**config.mk**
```make
export PLATFORM = sky130hd
export DESIGN_NAME = instr_fetch_stage
export DESIGN_NICKNAME = d
export VERILOG_FILES = /design/src/rtl/instr_fetch_stage.sv
export SDC_FILE = /design/constraint.sdc
export NUM_CORES = 1
export LEC_CHECK = 0
export CORE_ASPECT_RATIO = 1.1
export CORE_MARGIN = 8
export CORE_UTILIZATION = 43
export CTS_BUF_LIST = sky130_fd_sc_hd__clkbuf_8 sky130_fd_sc_hd__clkbuf_16
export DETAILED_ROUTE_END_ITERATION = 8
export PLACE_DENSITY = 0.82
export SLEW_MARGIN = 20
export SYNTH_ARGS = -nofsm -noshare
export SYNTH_HDL_FRONTEND = slang
export SYNTH_SLANG_ARGS = --single-unit
```
**constraint.sdc**
```tcl
create_clock -name clk -period 2.7 [get_ports clk]
set_input_delay 0.54 -clock clk [delete_from_list [all_inputs] [get_ports clk]]
set_output_delay 0.54 -clock clk [all_outputs]
set_load 0.01 [all_outputs]
```
**src/rtl/instr_fetch_stage.sv**
```systemverilog
// Instruction fetch stage: PC sequencing, branch/jump redirect, IF/ID latch, HALT/FAULT stop.
// Define FETCH_STATS_EN to build the fetch/redirect statistics counters.
//
// state    | meaning
// ---------+-----------------------------------------------------------
// ST_RUN   | fetching: redirect > stall > sequential, one word per edge
// ST_HALT  | HALT_INSTR latched; PC frozen, IF/ID invalid after 1 cycle
// ST_FAULT | illegal redirect or fetch past LIMIT_PC; only rst_n exits
module instr_fetch_stage #(
  parameter logic [31:0] RESET_PC   = 32'h0040_0000,
  parameter logic [31:0] LIMIT_PC   = 32'h0040_0400,
  parameter logic [31:0] HALT_INSTR = 32'h0000_000C
) (
  input  logic        clk,
  input  logic        rst_n,
  input  logic        stall,
  input  logic        branch_taken,
  input  logic [31:0] branch_target,
  input  logic        jump,
  input  logic [31:0] jump_target,
  input  logic [31:0] instr_in,
  output logic [31:0] currPC,
  output logic [31:0] if_id_instr,
  output logic [31:0] if_id_pc4,
  output logic        if_id_valid,
  output logic        halted,
  output logic        fault,
  output logic [31:0] fetch_count,
  output logic [15:0] redirect_count
);

  localparam logic [1:0] ST_RUN   = 2'd0;
  localparam logic [1:0] ST_HALT  = 2'd1;
  localparam logic [1:0] ST_FAULT = 2'd2;

  logic [1:0]  state_q, state_d;
  logic [31:0] pc_q, pc_d;
  logic [31:0] instr_q, instr_d;
  logic [31:0] pc4_q, pc4_d;
  logic        valid_q, valid_d;

  logic        redir_req;
  logic [31:0] redir_target;
  logic        redir_bad;
  logic [31:0] pc_plus4;

  function automatic logic target_bad(input logic [31:0] t);
    return (t[1:0] != 2'b00) || (t < RESET_PC) || (t > LIMIT_PC);
  endfunction

  // branch wins over jump when both are asserted
  assign redir_req    = branch_taken | jump;
  assign redir_target = branch_taken ? branch_target : jump_target;
  assign redir_bad    = target_bad(redir_target);
  assign pc_plus4     = pc_q + 32'd4;

  always_comb begin
    state_d = state_q;
    pc_d    = pc_q;
    instr_d = instr_q;
    pc4_d   = pc4_q;
    valid_d = valid_q;
    case (state_q)
      ST_RUN: begin
        if (redir_req) begin
          valid_d = 1'b0;
          if (redir_bad) begin
            state_d = ST_FAULT;
          end else begin
            pc_d = redir_target;
          end
        end else if (!stall) begin
          instr_d = instr_in;
          pc4_d   = pc_plus4;
          valid_d = 1'b1;
          if (instr_in == HALT_INSTR) begin
            state_d = ST_HALT;
          end else if (pc_q == LIMIT_PC) begin
            // top word is latched, but nothing past it may be fetched
            state_d = ST_FAULT;
            valid_d = 1'b0;
          end else begin
            pc_d = pc_plus4;
          end
        end
      end
      ST_HALT: begin
        valid_d = 1'b0;
      end
      default: begin
        state_d = ST_FAULT;
        valid_d = 1'b0;
      end
    endcase
  end

  always_ff @(posedge clk) begin
    if (!rst_n) begin
      state_q <= ST_RUN;
      pc_q    <= RESET_PC;
      instr_q <= '0;
      pc4_q   <= '0;
      valid_q <= 1'b0;
    end else begin
      state_q <= state_d;
      pc_q    <= pc_d;
      instr_q <= instr_d;
      pc4_q   <= pc4_d;
      valid_q <= valid_d;
    end
  end

  assign currPC      = pc_q;
  assign if_id_instr = instr_q;
  assign if_id_pc4   = pc4_q;
  assign if_id_valid = valid_q;
  assign halted      = (state_q == ST_HALT);
  assign fault       = (state_q == ST_FAULT);

`ifdef FETCH_STATS_EN
  logic        fetch_evt;
  logic        redirect_evt;
  logic [31:0] fetch_cnt_q, fetch_cnt_d;
  logic [15:0] redir_cnt_q, redir_cnt_d;

  assign fetch_evt    = (state_q == ST_RUN) && !redir_req && !stall;
  assign redirect_evt = (state_q == ST_RUN) && redir_req && !redir_bad;

  always_comb begin
    fetch_cnt_d = fetch_cnt_q;
    redir_cnt_d = redir_cnt_q;
    if (fetch_evt) begin
      fetch_cnt_d = fetch_cnt_q + 32'd1;
    end
    if (redirect_evt && (redir_cnt_q != 16'hFFFF)) begin
      redir_cnt_d = redir_cnt_q + 16'd1;
    end
  end

  always_ff @(posedge clk) begin
    if (!rst_n) begin
      fetch_cnt_q <= '0;
      redir_cnt_q <= '0;
    end else begin
      fetch_cnt_q <= fetch_cnt_d;
      redir_cnt_q <= redir_cnt_d;
    end
  end

  assign fetch_count    = fetch_cnt_q;
  assign redirect_count = redir_cnt_q;
`else
  assign fetch_count    = '0;
  assign redirect_count = '0;
`endif

endmodule

```
==> results.cfg <==
[outcome]
outcome = finished clean

[synthesis]
synth_edf_count = 0
avgSynthCellArea_um2 = 8.10
ys_seq_elements = 99
synth_cells = 703
synth_top_area_share_pct = 34.8
yosys-top-cells-area = dfxtp_1, buf_4, nand2_1
synth_warnings = 0
async_flop_share_pct = 0
synth_area_leader_cell = dfxtp_1
synthDistinctLibCells = 78
syn_area_um2 = 5700
synth_ff_type = dfxtp_1
ys_seq_area_share_pct = 34.8

[sta]
grt_setup_unrepaired = false
timing.hold.ws_ps = 451
setup-violations-final = 0
tightestPinTransition_ps = 592
maxSlewViolCount = 0
max_clock_freq_mhz = 395
hold_viol_final = 0
finalCriticalPeriod_ps = 2530
finClkSkew_ps = 4.70
min_period_over_period_pct = 93.7
max_slew_margin_pct = 60.5

[setup_path]
reg2reg_from = currPC[2]
crit_fanout = 14
crit_path_start_kind = input pin
reg2reg_to = currPC[29]
setup.worst_path.class = in -> reg
worstSetupEndpointType = register
critPathRequiredTime_ps = 2950
rr_worst_depth = 10
worstPathArrival_ps = 2780
r2r_setup_slack_ps = 170

[clocking]
path_clk_slew_ps = 70
clk_latency_ps = 340
cts_setup_buffers = 0
cts_tree = done
root_buffer = clkbuf_16
htree_levels = 3
cts_num_sinks = 99
cts_buffer_depth = 2
numCtsBuffers = 9
cts_hold_buf = 0

[power]
p_leak_nw = 3.11
totalPowerFinal_w = 0.00361
power.density_nw_per_um2 = 432
ir_worst_vdd_mv = 0.317

[floorplanning]
initial_core_util_pct = 43.7
die_x_um = 126
num_io_pins = 248
coreArea_um2 = 13000
floorplan.die_area_um2 = 17200
die_h_um = 137
num_rows = 44

[placement]
port_buffers = 199
gp_congestion = 0.923
dp_cells = 1078
dp_hpwl_mm = 15.5

[worst_hold_path]
hold_class = reg -> reg
worstHoldStart = if_id_instr[25]
hold-path-endpoint = if_id_instr[25]
whs_path_depth = 2

[routing]
drc = 0
via_per_inst = 5.59
antenna_left = 0
first_iter_violations = 638
drt_pre_antenna_iters = 5
wl_mm = 20.0
avgRoutedWirePerCell_um = 18.3
via_count = 6118

[cells_and_area]
syn_to_final_growth_pct = 46.8
layout.nets = 1031
drive_above_1_share_pct = 13.4
fin_cells = 1094
num_antenna_cells = 0

[grt]
grt_pass1_wl_mm = 32.2
grt_max_degree = 53
antenna_found_initial = 0
grt_overflow = 0
grt_usage_pct = 23.1
grt_pass1_vias = 6149

[job]
drv_cap = 0
cell usage after synthesis (10+ instances only):
cell type  instances
a211oi_1          17
a21oi_1           66
buf_2             12
buf_4             54
clkbuf_1          31
dfxtp_1           99
nand2_1          106
nand3_1           13
nand4_1           20
nor2_1            44
nor3_1            13
nor4_1            26
o211ai_1          10
o21ai_0           20
xnor2_1           17
xor2_1            10
worst max path at each step:
stage | start | endpoint | slack [ps] | depth (start not counted)
floorplan | branch_taken | currPC[14] | 460 | 8
global placement | branch_taken | currPC[4] | -200 | 9
detailed placement | branch_taken | currPC[27] | -340 | 10
CTS | branch_taken | currPC[27] | 20 | 10
global route | currPC[2] | currPC[2] | 0.5 | 10
finish | jump_target[17] | currPC[31] | 170 | 10
cell type report:
type	count	area, um2
fillers	1106	4690
multi-input cells	532	3140
repair buffers	276	2670
flip-flops and latches	99	1980
clock buffers	10	239
well taps	161	201
clock inverters	6	88.8
inverters	10	37.5
logic make-up (layout without fill, tap and decap cells):
group | Yosys count | count (layout) | share of synthesized area [%]
AOI/OAI and AO/OA | 179 | 179 | 21.3
DFF | 99 | 99 | 34.8
adders and majority gates | 2 | 2 | 0.439
muxes | 5 | 5 | 0.901
and+or+nand+nor | 271 | 271 | 24.6
other | 1 | 48 | 0.0658
xor gates and xnor gates | 27 | 27 | 4.15
buffers and inverters | 119 | 302 | 13.7
worst max-delay path, stage by stage:
cell and delay, ps:
clkdlybuf4s50_1 440, nor4_1 290, buf_4 170, nand4_1 100, a221oi_2 260, buf_4 180
o2bb2ai_2 140, buf_12 170, nand2_1 160, o41ai_2 310
state kept, by name (all words and copies together) (netlist names):
signal / count
if_id_valid: 1
state_q: 2
currPC: 32
if_id_instr: 32
if_id_pc4: 32
where the power goes:
group          total, W  internal, W  switching [W]
Combinational  0.000666     0.000346       0.000320
Clock           0.00140     0.000837       0.000567
Sequential      0.00154      0.00150      0.0000407
Total           0.00361      0.00269       0.000928
layout by cell type (no fill, tap or decap), drive strengths merged, types with 9 or more instances in the layout:
| cell type | count |
|---|---|
| a211oi | 19 |
| a21oi | 66 |
| a31oi | 9 |
| buf | 77 |
| clkbuf | 10 |
| clkdlybuf4s50 | 198 |
| conb | 48 |
| dfxtp | 99 |
| inv | 10 |
| nand2 | 106 |
| nand3 | 13 |
| nand4 | 22 |
| nor2 | 45 |
| nor3 | 15 |
| nor4 | 27 |
| o211ai | 10 |
| o21ai | 21 |
| o31ai | 9 |
| xnor2 | 17 |
| xor2 | 10 |
per-layer routing:
metal	vias up	GRT usage [%]	share of wire [%]
li1	2910	-	-
met1	2796	26.4	40
met2	357	39.1	47
met3	55	8.42	10
met4	0	8.43	2.7
met5	-	0	0
what timing repair did:
action,CTS,global route
endpoints found under the setup margin,0,18
gates resized for setup,0,4
endpoints found under the hold margin,0,0
metrics by stage:
step | TNS, ps | utilization, % | setup slack, ps | instance area [um2]
6_report | 0 | 64.1 | 169 | 8360
5_1_grt | 0 | 64.1 | 0.504 | 8360
4_1_cts | 0 | 63.9 | 17.1 | 8340
3_5_place_dp | -6760 | 61.4 | -337 | 8010
3_3_place_gp | -4370 | 61.4 | -205 | 8010
2_1_floorplan | 0 | - | 455 | 5870
No activity file was read; power rests on OpenSTA's default activity.
